### src/rtl/countdown_pkg.sv
// Shared types and constants for the BCD countdown timer.
// Holds state encoding, segment patterns and a digit clamp helper.
package countdown_pkg;

   localparam int BCD_W = 4;

   typedef enum logic [1:0] {
      ST_IDLE = 2'd0,
      ST_RUN  = 2'd1,
      ST_DONE = 2'd2
   } state_t;

   localparam logic [6:0] SEG_BLANK = 7'b1111111;
   localparam logic [6:0] SEG_0     = 7'b0000001;
   localparam logic [6:0] SEG_1     = 7'b1001111;
   localparam logic [6:0] SEG_2     = 7'b0010010;
   localparam logic [6:0] SEG_3     = 7'b0000110;
   localparam logic [6:0] SEG_4     = 7'b1001100;
   localparam logic [6:0] SEG_5     = 7'b0100100;
   localparam logic [6:0] SEG_6     = 7'b0100000;
   localparam logic [6:0] SEG_7     = 7'b0001101;
   localparam logic [6:0] SEG_8     = 7'b0000000;
   localparam logic [6:0] SEG_9     = 7'b0000100;

   function automatic logic [BCD_W-1:0] clamp_digit(input logic [BCD_W-1:0] d);
      return (d > 4'd9) ? 4'd9 : d;
   endfunction

endpackage

### src/rtl/bcd_to_seg.sv
// One-digit BCD to active-low seven-segment encoder.
// Non-decimal codes and blank both turn every segment off.
module bcd_to_seg
   import countdown_pkg::*;
(
   input  logic [BCD_W-1:0] bcd_i,
   input  logic             blank_i,
   output logic [6:0]       seg_o
);

   // decode one digit, blank overrides everything
   always_comb begin
      seg_o = SEG_BLANK;
      if (!blank_i) begin
         case (bcd_i)
            4'd0:    seg_o = SEG_0;
            4'd1:    seg_o = SEG_1;
            4'd2:    seg_o = SEG_2;
            4'd3:    seg_o = SEG_3;
            4'd4:    seg_o = SEG_4;
            4'd5:    seg_o = SEG_5;
            4'd6:    seg_o = SEG_6;
            4'd7:    seg_o = SEG_7;
            4'd8:    seg_o = SEG_8;
            4'd9:    seg_o = SEG_9;
            default: seg_o = SEG_BLANK;
         endcase
      end
   end

endmodule

### src/rtl/countdown_timer.sv
// Multi-digit BCD up/down timer with prescaler, start/pause/expire
// state machine and per-digit seven-segment outputs.
module countdown_timer
   import countdown_pkg::*;
#(
   parameter int DIGITS   = 2,
   parameter int TICK_DIV = 50_000_000
) (
   input  logic                      clock,
   input  logic                      reset,
   input  logic                      load,
   input  logic [BCD_W*DIGITS-1:0]   load_value,
   input  logic                      up_mode,
   input  logic                      start_stop,
   input  logic                      blank,
   output logic [BCD_W*DIGITS-1:0]   count_bcd,
   output logic [7*DIGITS-1:0]       seg,
   output logic                      running,
   output logic                      expired,
   output logic                      done
);

   localparam int CW = BCD_W * DIGITS;
   localparam int PW = $clog2(TICK_DIV);
   localparam logic [PW-1:0] PS_MAX = PW'(TICK_DIV - 1);

   state_t        state_q, state_d;
   logic [CW-1:0] count_q, count_d;
   logic [CW-1:0] target_q, target_d;
   logic          mode_q, mode_d;
   logic [PW-1:0] presc_q, presc_d;
   logic          done_q, done_d;
   logic [CW-1:0] clamped;
   logic [CW-1:0] stepped;
   logic [CW-1:0] terminal;
   logic          tick;

   // clamp every incoming digit to 9
   always_comb begin
      clamped = '0;
      for (int i = 0; i < DIGITS; i++) begin
         clamped[i*BCD_W +: BCD_W] = clamp_digit(load_value[i*BCD_W +: BCD_W]);
      end
   end

   // ripple BCD increment/decrement; carry doubles as borrow
   always_comb begin
      logic             cy;
      logic [BCD_W-1:0] dig;
      stepped = count_q;
      cy      = 1'b1;
      for (int i = 0; i < DIGITS; i++) begin
         dig = count_q[i*BCD_W +: BCD_W];
         if (cy) begin
            if (mode_q) begin
               if (dig == 4'd9) begin
                  stepped[i*BCD_W +: BCD_W] = 4'd0;
               end else begin
                  stepped[i*BCD_W +: BCD_W] = dig + 4'd1;
                  cy = 1'b0;
               end
            end else begin
               if (dig == 4'd0) begin
                  stepped[i*BCD_W +: BCD_W] = 4'd9;
               end else begin
                  stepped[i*BCD_W +: BCD_W] = dig - 4'd1;
                  cy = 1'b0;
               end
            end
         end
      end
   end

   assign terminal = mode_q ? target_q : '0;
   assign tick     = (state_q == ST_RUN) && (presc_q == PS_MAX);

   // state, count and prescaler registers
   always_ff @(posedge clock or posedge reset) begin
      if (reset) begin
         state_q  <= ST_IDLE;
         count_q  <= '0;
         target_q <= '0;
         mode_q   <= 1'b0;
         presc_q  <= '0;
         done_q   <= 1'b0;
      end else begin
         state_q  <= state_d;
         count_q  <= count_d;
         target_q <= target_d;
         mode_q   <= mode_d;
         presc_q  <= presc_d;
         done_q   <= done_d;
      end
   end

   // next state: load wins, then start/pause, then ticks
   always_comb begin
      state_d  = state_q;
      count_d  = count_q;
      target_d = target_q;
      mode_d   = mode_q;
      presc_d  = presc_q;
      if (load) begin
         mode_d  = up_mode;
         presc_d = '0;
         state_d = ST_IDLE;
         if (up_mode) begin
            count_d  = '0;
            target_d = clamped;
         end else begin
            count_d  = clamped;
         end
      end else begin
         unique case (state_q)
            ST_IDLE: begin
               if (start_stop) begin
                  state_d = (count_q == terminal) ? ST_DONE : ST_RUN;
               end
            end
            ST_RUN: begin
               presc_d = tick ? '0 : presc_q + PW'(1);
               if (start_stop) begin
                  state_d = ST_IDLE;
               end
               if (tick) begin
                  count_d = stepped;
                  if (stepped == terminal) begin
                     state_d = ST_DONE;
                  end
               end
            end
            ST_DONE: begin
               state_d = ST_DONE;
            end
            default: begin
               state_d = ST_IDLE;
            end
         endcase
      end
      done_d = (state_d == ST_DONE) && (state_q != ST_DONE);
   end

   // outputs decoded from registered state
   always_comb begin
      running   = (state_q == ST_RUN);
      expired   = (state_q == ST_DONE);
      done      = done_q;
      count_bcd = count_q;
   end

   for (genvar g = 0; g < DIGITS; g++) begin : g_seg
      bcd_to_seg u_seg (
         .bcd_i   (count_q[g*BCD_W +: BCD_W]),
         .blank_i (blank),
         .seg_o   (seg[g*7 +: 7])
      );
   end

endmodule

### config.mk
export PLATFORM = sky130hd
export DESIGN_NAME = countdown_timer
export DESIGN_NICKNAME = d
export VERILOG_FILES = /design/src/rtl/countdown_pkg.sv /design/src/rtl/bcd_to_seg.sv /design/src/rtl/countdown_timer.sv
export SDC_FILE = /design/constraint.sdc
export NUM_CORES = 1
export LEC_CHECK = 0
export ABC_AREA = 0
export ABC_CLOCK_PERIOD_IN_PS = 4850
export BUFFER_PORTS_ARGS = -buffer_cell sky130_fd_sc_hd__buf_2
export CAP_MARGIN = 20
export CORE_MARGIN = 2
export CORE_UTILIZATION = 40
export CTS_CLUSTER_SIZE = 40
export DETAILED_ROUTE_END_ITERATION = 6
export PLACE_DENSITY = 0.62
export SETUP_SLACK_MARGIN = 0.1
export SLEW_MARGIN = 10
export SYNTH_ARGS = -nofsm -noshare
export SYNTH_HDL_FRONTEND = slang
export SYNTH_SLANG_ARGS = --single-unit
### constraint.sdc
create_clock -name clock -period 4.85 [get_ports clock]
set_clock_uncertainty 0.2 [all_clocks]
set_input_delay 1.2125 -clock clock [delete_from_list [all_inputs] [get_ports clock]]
set_output_delay 1.2125 -clock clock [all_outputs]
set_load 0.02 [all_outputs]
==> results.txt <==
DRT antenna net count = 0
Vias = 3177
DIE WIDTH = 97.02 um
DRT Wirelength = 8607 um
# IOs = 39
PortBufs = 38
CTS sink cnt = 46
Worst Hold Class = flop to flop
Final Max Slew Viols = 0
Starting Density = 41.70%
Req. time, crit path = 3440 ps
Core area = 0.008299 mm2
First-pass GRT wire length = 14550 um
Least-Margin Pin Slew = 882.9 ps
Share of layout cells above drive strength 1 = 14.73%
Mean post-synth cell area = 8.030 um2
WHS Endpoint = done
Nets = 481
Max capacitance violation total = 0
Main synth FF type = dfrtp_1
Area delta synth->final = 10.95%
Vias/cell = 5.673
Synth cell count leaders = nor2_1 (59), dfrtp_1 (46), nand2_1 (40), o21ai_0 (37), a21oi_1 (26)
Max_slew headroom = 41.14%
P per Cell Area = 255.8 mW/mm2
Row cnt = 33
Vias in the first global route = 2998
FF-to-FF setup slack = 1610 ps
CP Cell Sequence = inv_1 -> ha_1 -> nand2_1 -> o21ai_0 -> nand2_1 -> buf_2
Ys async rst share = 100.0%
CP top delay family = flip-flops
Critical Path End Type = primary output
Critical Path Source Type = flop
GPL Wtd Cong = 0.9057
GRT Overall Usage = 18.26%
Most frequent cell after synthesis = nor2_1
CP Data Arrival Time = 2170 ps
Clock Root Buffer = clkbuf_8
Synth Cell Area = 0.003461 mm2
Die area = 0.009412 mm2
DRC viols = 0
Fillers = 827
DR WL/cell = 15.37 um
Final worst path period share = 73.96%
RR Endpoint = state_q[0]
Critical path type = flop to primary output
Yosys reg bits = 46
Yosys top cell by area = dfrtp_1
CTS tree = done
Iter 0 DRT Violations = 217
Pin count of the biggest net entering global routing = 47
Layout Utilization = 46.27%
Pre-CTS setup slack = 1524 ps
Clock latency on the worst-skew pair = 290 ps
Hold_sp = state_q[1]
Inserted Diodes = 0
Pwr Total = 982.4 uW
Initial antenna violation count = 0
RSZ-0062 raised after global routing = false
H-tree Lvls = 2
Launch point of the worst reg-to-reg path = count_bcd[4]
Final Hold Fails = 0
Clk slew on worst S/H paths = 80 ps
Post-Syn Nets = 458
Setup ws final = 1263 ps
EDFF count, synth = 0
Detailed placement HPWL = 6266 um
Post-cts sizing count = 0
Die Y = 97.02 um
CP max stage delay = 830 ps
Leak = 1.615 nW
Distinct cells, synth = 61
Reg2Reg Depth = 9
Top cell by count, worst path = nand2_1
Finish-stage setup viols = 0
Buffers & Inverters on Critical Path = 2
Crit path max fanout = 24
Slowest CP cell = dfrtp_1
Part of the Yosys area used for sequential elements = 33.26%
Total global routing overflow = 0
Clock buffer depth = 2
Post-CTS Setup Inserts = 0
Cts hold-fix bufs = 0
DRT Pass-1 Iters = 5
Hold depth = 1
Final Critical Period = 3587 ps
Area contributors post-synth = dfrtp_1 (33%), nor2_1 (6.4%), xor2_1 (5.8%)
Fmax = 0.2788 GHz
Setup_tns = 0 ps
Worst vdd ir = 0.0001755 V
Num CTS Buffers = 5
Status = completed
Yosys warns = 0
Cell count after synthesis = 431
Yosys top cell area share = 33.26%
==> where the power goes <==
group,switching (mW),internal [mW]
Sequential,0.0477,0.399
Clock,0.125,0.154
Combinational,0.156,0.101
Total,0.329,0.654
==> state kept, by name, indices dropped and copies added, names as in the netlist <==
name	flops
count_bcd	8
done	1
mode_q	1
presc_q	26
state_q	2
target_q	8
==> worst max path at each step <==
stage | endpoint | cells past startpoint | start | slack, ps
6_report | seg[2] | 6 | count_bcd[2] | 1260
3_3_place_gp | seg[0] | 4 | blank | 1540
2_1_floorplan | seg[1] | 7 | count_bcd[0] | 1520
5_1_grt | seg[2] | 6 | count_bcd[2] | 1110
4_1_cts | seg[2] | 6 | count_bcd[2] | 1280
3_5_place_dp | seg[10] | 4 | blank | 1520
==> cell usage in the layout, fill, tap and decap left out, drive strengths merged, types with 7 or more instances in the layout <==
| cell type | count |
|---|---|
| a21oi | 26 |
| buf | 42 |
| dfrtp | 46 |
| ha | 13 |
| inv | 17 |
| nand2 | 40 |
| nand3 | 16 |
| nor2 | 59 |
| nor4 | 7 |
| o21ai | 38 |
| o22ai | 11 |
| xnor2 | 9 |
| xor2 | 23 |
==> cell families (layout without fill, tap and decap cells) <==
group | after synthesis | count (layout) | share of synthesized area (%)
adders and majority gates | 13 | 13 | 4.700
AOI/OAI and AO/OA | 115 | 115 | 21.00
buffers and inverters | 43 | 67 | 4.881
muxes | 6 | 6 | 1.808
and+or+nand+nor | 176 | 176 | 26.25
xor gates and xnor gates | 32 | 32 | 8.098
DFF | 46 | 46 | 33.26
==> per-stage QoR <==
step | instance area, um2 | hold slack [ps] | std cells
final | 3840 | 318.9 | 560
after global routing | 3840 | 336.1 | 560
after CTS | 3820 | 317.5 | 559
after detailed placement | 3710 | 306.9 | 551
after global placement | 3699 | 296.9 | 550
after floorplan | 3461 | 273.6 | 431
==> metal layers <==
| layer | part of all wire [%] | up-vias | track usage, % |
|---|---|---|---|
| met2 | 48 | 84 | 31.30 |
| met4 | 0.91 | 0 | 4.117 |
| met5 | 0 | - | 0 |
| met3 | 5.0 | 11 | 2.746 |
| met1 | 46 | 1490 | 24.36 |
| li1 | - | 1592 | - |
==> worst register-to-register path, cell delays in order (launching register included) <==
cell,delay (ps)
dfrtp_1,510
inv_1,260
ha_1,260
or3b_2,490
and3_1,200
o21ai_0,340
a22oi_1,140
a2111oi_2,290
o2111ai_2,230
nor4b_2,200
==> layout make-up <==
cell class | instances | area [um2] | share of cell area [%]
Clock buffer | 6 | 72.57 | 1.890
Tap cell | 105 | 131.4 | 3.421
Sequential cell | 46 | 1151 | 29.98
Inverter | 17 | 63.81 | 1.662
Multi-Input combinational cell | 342 | 2147 | 55.91
Timing Repair Buffer | 42 | 236.5 | 6.158
Clock inverter | 2 | 37.54 | 0.9775
(Power assumes the default switching activity.)
